`src/rtl/mem_access_stage.sv`:
```
// MEM stage of the 5-stage MIPS pipeline: runs the req/ack data-memory access,
// stalls the front of the pipeline while it is outstanding and owns MEM/WB.
module mem_access_stage #(
  parameter int TIMEOUT = 16,
  parameter int CNT_W   = 5
) (
  input  logic        clk_i,
  input  logic        rst_i,
  input  logic [2:0]  WB_i,
  input  logic [1:0]  Mem_i,
  input  logic [31:0] alu_ans_i,
  input  logic [31:0] rtdata_i,
  input  logic [4:0]  WBreg_i,
  input  logic [31:0] pc_add4_i,
  output logic        mem_req_o,
  output logic        mem_we_o,
  output logic [31:0] mem_addr_o,
  output logic [31:0] mem_wdata_o,
  input  logic [31:0] mem_rdata_i,
  input  logic        mem_ack_i,
  output logic        stall_o,
  output logic [2:0]  WB_o,
  output logic [31:0] rdata_o,
  output logic [31:0] alu_ans_o,
  output logic [4:0]  WBreg_o,
  output logic [31:0] pc_add4_o,
  output logic        err_o,
  output logic [1:0]  err_code_o
);

  typedef enum logic {IDLE, BUSY} state_t;

  localparam logic [1:0] ERR_MISALIGN = 2'b01;
  localparam logic [1:0] ERR_TIMEOUT  = 2'b10;
  localparam logic [1:0] ERR_ILLEGAL  = 2'b11;

  state_t      state_reg, state_next;
  logic [CNT_W-1:0] cnt_reg;
  logic        we_reg;
  logic [31:0] addr_reg, wdata_reg;

  logic        access, illegal, misaligned, start, timeout_hit, stall_raw;
  logic [2:0]  wb_next;
  logic [31:0] rdata_next, alu_next, pc_next;
  logic [4:0]  wbreg_next;
  logic        err_next;
  logic [1:0]  code_next;

  assign access      = (Mem_i != 2'b00);
  assign illegal     = (Mem_i == 2'b11);
  assign misaligned  = access && (alu_ans_i[1:0] != 2'b00);
  assign start       = (state_reg == IDLE) && access && !illegal && !misaligned;
  assign timeout_hit = (state_reg == BUSY) && !mem_ack_i &&
                       (cnt_reg == CNT_W'(TIMEOUT - 1));

  // State register
  always_ff @(posedge clk_i or negedge rst_i) begin
    if (!rst_i) state_reg <= IDLE;
    else        state_reg <= state_next;
  end

  // Next-state logic
  always_comb begin
    state_next = state_reg;
    case (state_reg)
      IDLE:    if (start) state_next = BUSY;
      BUSY:    if (mem_ack_i || timeout_hit) state_next = IDLE;
      default: state_next = IDLE;
    endcase
  end

  // Output logic: stall and the value MEM/WB takes at the next edge
  always_comb begin
    stall_raw  = 1'b0;
    wb_next    = WB_i;
    rdata_next = '0;
    alu_next   = alu_ans_i;
    wbreg_next = WBreg_i;
    pc_next    = pc_add4_i;
    err_next   = 1'b0;
    code_next  = err_code_o;
    case (state_reg)
      IDLE: begin
        if (illegal) begin
          wb_next   = '0;
          err_next  = 1'b1;
          code_next = ERR_ILLEGAL;
        end else if (misaligned) begin
          wb_next   = '0;
          err_next  = 1'b1;
          code_next = ERR_MISALIGN;
        end else if (access) begin
          stall_raw  = 1'b1;
          wb_next    = '0;
          alu_next   = '0;
          wbreg_next = '0;
          pc_next    = '0;
        end
      end
      BUSY: begin
        if (mem_ack_i) begin
          rdata_next = we_reg ? 32'd0 : mem_rdata_i;
        end else if (timeout_hit) begin
          wb_next   = '0;
          err_next  = 1'b1;
          code_next = ERR_TIMEOUT;
        end else begin
          stall_raw  = 1'b1;
          wb_next    = '0;
          alu_next   = '0;
          wbreg_next = '0;
          pc_next    = '0;
        end
      end
      default: ;
    endcase
  end

  // Reset forces stall low even while an access is still presented on EX/MEM
  assign stall_o     = rst_i && stall_raw;
  assign mem_req_o   = (state_reg == BUSY);
  assign mem_we_o    = we_reg;
  assign mem_addr_o  = addr_reg;
  assign mem_wdata_o = wdata_reg;

  always_ff @(posedge clk_i or negedge rst_i) begin
    if (!rst_i) begin
      cnt_reg   <= '0;
      we_reg    <= 1'b0;
      addr_reg  <= '0;
      wdata_reg <= '0;
    end else if (start) begin
      cnt_reg   <= '0;
      we_reg    <= Mem_i[0];
      addr_reg  <= {alu_ans_i[31:2], 2'b00};
      wdata_reg <= rtdata_i;
    end else if (state_reg == BUSY && !mem_ack_i) begin
      cnt_reg <= cnt_reg + 1'b1;
    end
  end

  // MEM/WB pipeline register and error flags
  always_ff @(posedge clk_i or negedge rst_i) begin
    if (!rst_i) begin
      WB_o       <= '0;
      rdata_o    <= '0;
      alu_ans_o  <= '0;
      WBreg_o    <= '0;
      pc_add4_o  <= '0;
      err_o      <= 1'b0;
      err_code_o <= '0;
    end else begin
      WB_o       <= wb_next;
      rdata_o    <= rdata_next;
      alu_ans_o  <= alu_next;
      WBreg_o    <= wbreg_next;
      pc_add4_o  <= pc_next;
      err_o      <= err_next;
      err_code_o <= code_next;
    end
  end

endmodule

```
`config.mk`:
```
export PLATFORM = sky130hd
export DESIGN_NAME = mem_access_stage
export DESIGN_NICKNAME = d
export VERILOG_FILES = /design/src/rtl/mem_access_stage.sv
export SDC_FILE = /design/constraint.sdc
export NUM_CORES = 1
export LEC_CHECK = 0
export ABC_AREA = 1
export CAP_MARGIN = 20
export CORE_ASPECT_RATIO = 2
export CORE_MARGIN = 3
export CORE_UTILIZATION = 30
export DETAILED_ROUTE_END_ITERATION = 10
export HOLD_SLACK_MARGIN = 0.12
export SLEW_MARGIN = 20
export SYNTH_ARGS = -nofsm -noshare
export SYNTH_HDL_FRONTEND = slang
export SYNTH_SLANG_ARGS = --single-unit
```
`constraint.sdc`:
```
create_clock -name clk_i -period 2.3 [get_ports clk_i]
set_input_delay 0.69 -clock clk_i [delete_from_list [all_inputs] [get_ports clk_i]]
set_output_delay 0.69 -clock clk_i [all_outputs]
set_load 0.01 [all_outputs]
```
==> flow_metrics.env, run 1 <==
export IMPL_crit_family="buffers and inverters"
export IMPL_min_period_over_period_pct=107
export IMPL_dr_pass1_iters=4
export IMPL_clkLatencyLatePin_ps=430
export IMPL_ys_seq_area_share_pct=70.4
export IMPL_drv_slew=0
export IMPL_max_slew_margin_pct=54.9
export IMPL_cts_tree="yes"
export IMPL_start_util_pct=30.6
export IMPL_path_max_fanout=2
export IMPL_maxCapViolCount=0
export IMPL_path_cells="clkdlybuf4s50_1 > inv_1 > nand2_2 > or2_1 > a21boi_2 > buf_2"
export IMPL_core_area_um2=20500
export IMPL_wl_um=19500
export IMPL_rows=74
export IMPL_synth_distinct_cells=21
export IMPL_cts_root_buf="clkbuf_16"
export IMPL_netlist_area_um2=6250
export IMPL_seqCellArea_um2=4400
export IMPL_critPathCaptureType="output pin"
export IMPL_grt_pass1_wl_um=29800
export IMPL_dieHeight_um=210
export IMPL_critPathLaunchType="input port"
export IMPL_first_iter_violations=166
export IMPL_synth_edff_count=0
export IMPL_hp_class="in -> async"
export IMPL_rsz0062_at_grt="true"
export IMPL_die_area_um2=22700
export IMPL_layout_commonest_cell="clkdlybuf4s50_1"
export IMPL_clk_pin_slew_worst_paths_ps=60
export IMPL_ys_flop_type="dfrtp_1"
export IMPL_fp_dieW_um=108
export IMPL_final_cell_mix="308 x clkdlybuf4s50_1, 176 x dfrtp_1, 118 x nand2_1"
export IMPL_num_antenna_cells=0
export IMPL_htree_levels=4
export IMPL_cp_slowest_stage_delay_ps=430
export IMPL_nFillCells=1910
export IMPL_fin_crit_ps=2460
export IMPL_synth_async_reset_ratio_pct=100
export IMPL_hold_viol=0
export IMPL_wl_per_cell_um=15.9
export IMPL_io_buffers=312
export IMPL_critical_path_class="in -> out"
export IMPL_timing_fmax_mhz=407
export IMPL_ys_ff_latch=176
export IMPL_seq_power_share_pct=44.7
export IMPL_dpl_instance_area_um2=9770
export IMPL_num_vias=5025
export IMPL_clockBufferDepth=2
export IMPL_crit_required_ps=1610
export IMPL_cts_hold_fix_buffers=0
export IMPL_syn_instance_count=624
export IMPL_ios=315
export IMPL_slowest_stage="clkdlybuf4s50_1"
export IMPL_outcome="finished, violations left"
export IMPL_multiInputGateArea_um2=1320
export IMPL_synth_area_per_cell_um2=10.0
export IMPL_grt_pass1_vias=5222
export IMPL_nets=1096
export IMPL_vias_per_cell=4.08
export IMPL_clock_sinks=176
export IMPL_drive_above_1_share_pct=6.83
export IMPL_setup_viol=1
export IMPL_worstPathBufferInverterCount=3
export IMPL_p_sw_share_pct=26.9
export IMPL_fin_ws_ps=-158
export IMPL_arrival_ps=1770
export IMPL_fin_skew_ps=8.52
export IMPL_max_slew_worst_pin_slew_ps=677
export IMPL_power_frac_clock_pct=31.9
export IMPL_p_per_area_nw_per_um2=797
export IMPL_violations="negative setup slack"
export IMPL_whs_ps=309
export IMPL_antenna_left=0
export IMPL_track_usage_pct=17.9
export IMPL_areaGrowthSynthToFinish_pct=65.3
export IMPL_p_sw_mw=2.22
export IMPL_internal_power_mw=6.02
export IMPL_antenna_found_initial=1
export IMPL_leakage_nw=5.10
export IMPL_hpwl_um=14600
export IMPL_fin_area_um2=10300
export IMPL_gp_congestion=0.796
export IMPL_drc=0
export IMPL_combPwrFrac_pct=23.4
export IMPL_overflow=0
export IMPL_cts_buffers=17
export IMPL_power_mw=8.23
export IMPL_grt_max_degree=98
export IMPL_ys_warnings_count=0
export IMPL_ir_drop_v=0.000551
## through the flow
stage                     instances  setup TNS [ps]  worst slack (ps)  utilization (%)
after detailed placement       1197          -38980              -743             47.7
after global placement         1197          -39710              -762             47.7
after CTS                      1232            -173              -173             50.5
after floorplan                 625               0              90.9                -
after global routing           1232            -263              -263             50.5
final                          1232            -158              -158             50.5
## power groups by stage
| stage | sequential (mW) | clock, mW | combinational (mW) |
|---|---|---|---|
| 2_1_floorplan | 3.93 | 0 | 0.420 |
| 3_3_place_gp | 3.72 | 0 | 1.94 |
| 3_5_place_dp | 3.74 | 0 | 1.96 |
| 4_1_cts | 3.68 | 2.74 | 1.97 |
| 5_1_grt | 3.73 | 2.86 | 2.10 |
| 6_report | 3.68 | 2.62 | 1.93 |
## layer usage
metal  track usage [%]  part of all wire [%]  vias to the layer above
met5                 0                  0.10                        -
met3              5.64                   6.0                       38
met1              18.2                    34                     2321
met2              32.5                    57                      177
met4              8.37                   3.7                        2
li1                  -                     -                     2487
## cell families after synthesis
| logic type | after synthesis | share of synthesized area, % |
|---|---|---|
| compound gates | 34 | 2.80 |
| buf+inv | 137 | 8.87 |
| other cells | 1 | 0.0600 |
| xor+xnor | 1 | 0.140 |
| simple gates | 273 | 17.3 |
| flops | 176 | 70.4 |
| fa+ha+maj | 2 | 0.400 |
## synth_stat cells, types with 2 or more instances
| master | n | area share (%) |
|---|---|---|
| buf_1 | 2 | 0.12 |
| buf_2 | 11 | 0.88 |
| buf_4 | 5 | 0.60 |
| clkbuf_1 | 10 | 0.60 |
| dfrtp_1 | 176 | 70 |
| ha_1 | 2 | 0.40 |
| inv_1 | 107 | 6.4 |
| nand2_1 | 119 | 7.1 |
| nand2_2 | 3 | 0.30 |
| nand3_1 | 36 | 2.9 |
| nor2_1 | 113 | 6.8 |
| o21ai_0 | 31 | 2.5 |
## path summary, 6_finish.rpt
kind / depth (start not counted) / to / slack, ps / from
worst max-delay path: 6 / stall_o / -160 / mem_ack_i
worst min-delay path: 2 / WB_o[1] / 310 / rst_i
worst max register to register: 10 / alu_ans_o[4] / 260 / cnt_reg[1]
worst min register to register: 2 / mem_wdata_o[6] / 470 / mem_wdata_o[6]
max in group asynchronous: 3 / rdata_o[23] / 940 / rst_i
min in group clk_i: 2 / mem_wdata_o[6] / 470 / mem_wdata_o[6]
## area by class of cell
type                    count  share of cell area (%)
flip-flops and latches    176                    42.6
clock buffers              24                    4.57
inverters                 108                    3.92
repair buffers            338                    32.3
well taps                 266                    3.22
multi-input cells         312                    12.8
clock inverters             8                   0.569
## worst reg2reg max path: stages (launching register included)
cell and delay [ps]:
dfrtp_1 390, ha_2 190, inv_2 50, nor2_2 40
ha_2 160, or2_1 230, buf_4 140, buf_4 140
nand2_2 80, buf_4 380, nor2_1 130
## timing repair
action                                  4_1_cts  5_1_grt
pin swaps                                     4        0
gates resized for setup                      13        2
buffers inserted                              3        0
endpoints found under the setup margin       13       68
Note: power is estimated with default switching activity, not from simulation.
==> run 2: changes to the inputs <==
Settings changed: CORE_MARGIN 3 to 4, HOLD_SLACK_MARGIN 0.12 to 0.08.
==> run 2 against run 1 <==
Effect of this change:
- the flow still finishes with violations (negative setup slack)
- register-to-register slack gained 140 ps
- count of clock-buffer cells in the layout grew 1
- cell area grew 0.81%
- power grew 3.3%
- clock skew grew 0.97 ps
- non-clock buffer count grew 2
- worst setup slack gained 22 ps
- worst hold slack lost 99 ps
- critical path depth is the same
- first-iteration DRC count grew 1.2%
- largest power group unchanged
==> flow_metrics.env, run 2 (synthesis gave the netlist of run 1 again) <==
export IMPL_vias_per_cell=4.12
export IMPL_path_max_fanout=2
export IMPL_critical_path_class="in -> out"
export IMPL_r2r_end="WBreg_o[4]"
export IMPL_critPathCaptureType="output pin"
export IMPL_clkLatencyLatePin_ps=430
export IMPL_rows=74
export IMPL_fp_dieW_um=110
export IMPL_hpwl_um=15000
export IMPL_final_cell_mix="306 x clkdlybuf4s50_1, 176 x dfrtp_1, 118 x nand2_1"
export IMPL_rsz0062_at_grt="true"
export IMPL_fin_skew_ps=9.49
export IMPL_leakage_nw=5.15
export IMPL_timing_critical_path_to="stall_o"
export IMPL_dieHeight_um=212
export IMPL_ir_drop_v=0.000610
export IMPL_setup_worst_path_start="mem_ack_i"
export IMPL_maxCapViolCount=0
export IMPL_path_cells="clkdlybuf4s50_1 > inv_2 > nand2_2 > or2_1 > a21boi_1 > buf_2"
export IMPL_combPwrFrac_pct=22.8
export IMPL_grt_pass1_vias=5312
export IMPL_layout_commonest_cell="clkdlybuf4s50_1"
export IMPL_core_area_um2=20500
export IMPL_outcome="finished, violations left"
export IMPL_p_sw_share_pct=26.3
export IMPL_grt_pass1_wl_um=29900
export IMPL_clockBufferDepth=2
export IMPL_antenna_left=0
export IMPL_fin_ws_ps=-136
export IMPL_crit_required_ps=1610
export IMPL_drive_above_1_share_pct=7.54
export IMPL_nets=1098
export IMPL_timing_fmax_mhz=410
export IMPL_antenna_found_initial=1
export IMPL_areaGrowthSynthToFinish_pct=66.6
export IMPL_htree_levels=4
export IMPL_dr_pass1_iters=4
export IMPL_critPathLaunchType="input port"
export IMPL_track_usage_pct=17.6
export IMPL_regToRegStartpoint="cnt_reg[1]"
export IMPL_utilization_pct=50.9
export IMPL_cts_hold_fix_buffers=0
export IMPL_gp_congestion=0.821
export IMPL_start_util_pct=30.6
export IMPL_max_slew_margin_pct=51.1
export IMPL_power_frac_clock_pct=33.9
export IMPL_fin_crit_ps=2440
export IMPL_violations="negative setup slack"
export IMPL_min_period_over_period_pct=106
export IMPL_hold_viol=0
export IMPL_drc=0
export IMPL_hp_class="in -> async"
export IMPL_io_buffers=312
export IMPL_max_slew_worst_pin_slew_ps=733
export IMPL_first_iter_violations=168
export IMPL_overflow=0
export IMPL_r2r_cells=9
export IMPL_cp_slowest_stage_delay_ps=440
export IMPL_clock_sinks=176
export IMPL_cts_buffers=17
export IMPL_setup_viol=1
export IMPL_p_sw_mw=2.24
export IMPL_drv_slew=0
export IMPL_p_per_area_nw_per_um2=816
export IMPL_arrival_ps=1750
export IMPL_num_vias=5098
export IMPL_die_area_um2=23400
export IMPL_slowest_stage="clkdlybuf4s50_1"
export IMPL_internal_power_mw=6.27
export IMPL_r2r_slack_ps=400
export IMPL_cts_root_buf="clkbuf_16"
export IMPL_clk_pin_slew_worst_paths_ps=60
export IMPL_wl_per_cell_um=16.3
export IMPL_seq_power_share_pct=43.3
export IMPL_fin_area_um2=10400
export IMPL_dpl_instance_area_um2=9730
export IMPL_wl_um=20100
export IMPL_cts_tree="yes"
export IMPL_grt_max_degree=99
export IMPL_ios=315
run 2: cell types whose count changed in the layout (fill, tap and decap cells not counted), sizes merged, moves of 2 or more:
cell	delta
buf	+2
clkdlybuf4s50	-2
clkinv	-3
diode	+2
dlymetal6s2s	+2
run 2: timing repair:
item / in CTS / in global routing
gates cloned: 0 / 0
setup endpoints to repair: 69 / 68
buffers inserted: 8 / 1
gates resized for setup: 13 / 4
pin swaps: 5 / 2
run 2: per-layer routing:
| layer | up-vias | wire length (um) | GRT usage [%] |
|---|---|---|---|
| li1 | 2494 | - | - |
| met1 | 2402 | 6610 | 17.1 |
| met2 | 175 | 11600 | 32.8 |
| met3 | 27 | 1260 | 5.50 |
| met4 | 0 | 625 | 7.71 |
| met5 | - | 0 | 0 |
run 2: critical path: cells and delay by family:
family | cells | cell delay [ps]
compound gates | 1 | 120
buf+inv | 3 | 660
simple gates | 2 | 280
run 2: power groups by stage:
stage                     clock network (mW)  logic, mW  registers (mW)
after floorplan                            0      0.420            3.93
after global placement                     0       1.94            3.73
after detailed placement                   0       1.95            3.74
after CTS                               2.97       1.98            3.69
after global routing                    3.11       2.12            3.73
final                                   2.88       1.94            3.69
run 2: how the worst min path moves through the flow:
| stage | startpoint | endpoint | slack, ps | depth (start not counted) |
|---|---|---|---|---|
| CTS | rst_i | mem_addr_o[31] | 190 | 2 |
| finish | rst_i | mem_addr_o[3] | 210 | 2 |
| detailed placement | mem_wdata_o[8] | mem_wdata_o[8] | 460 | 2 |
| floorplan | rst_i | WB_o[0] | 390 | 0 |
| global route | rst_i | mem_addr_o[31] | 200 | 2 |
| global placement | mem_wdata_o[21] | mem_wdata_o[21] | 450 | 2 |
run 2: layout make-up:
cell class                      count  area, um2
Antenna cell                        2       5.00
Clock buffer                       25        526
Clock inverter                      7       73.8
Fill cell                        1893      10000
Inverter                          108        405
Multi-Input combinational cell    312       1320
Sequential cell                   176       4400
Tap cell                          266        333
Timing Repair Buffer              340       3350
run 2: stage by stage:
stage,power [mW],setup slack (ps),hold slack (ps),cells,TNS (ps)
final,8.50,-136,210,1236,-136
after global routing,8.96,-231,202,1235,-231
after CTS,8.64,-161,190,1233,-161
after detailed placement,5.70,-795,457,1193,-67710
after global placement,5.67,-824,452,1193,-69790
after floorplan,4.35,90.9,394,625,0
==> run 3: changes to the inputs <==
Settings changed: CAP_MARGIN 20 to unset.
==> results of run 3 <==
The final DEF is identical to that of run 2; final timing and power are the same.
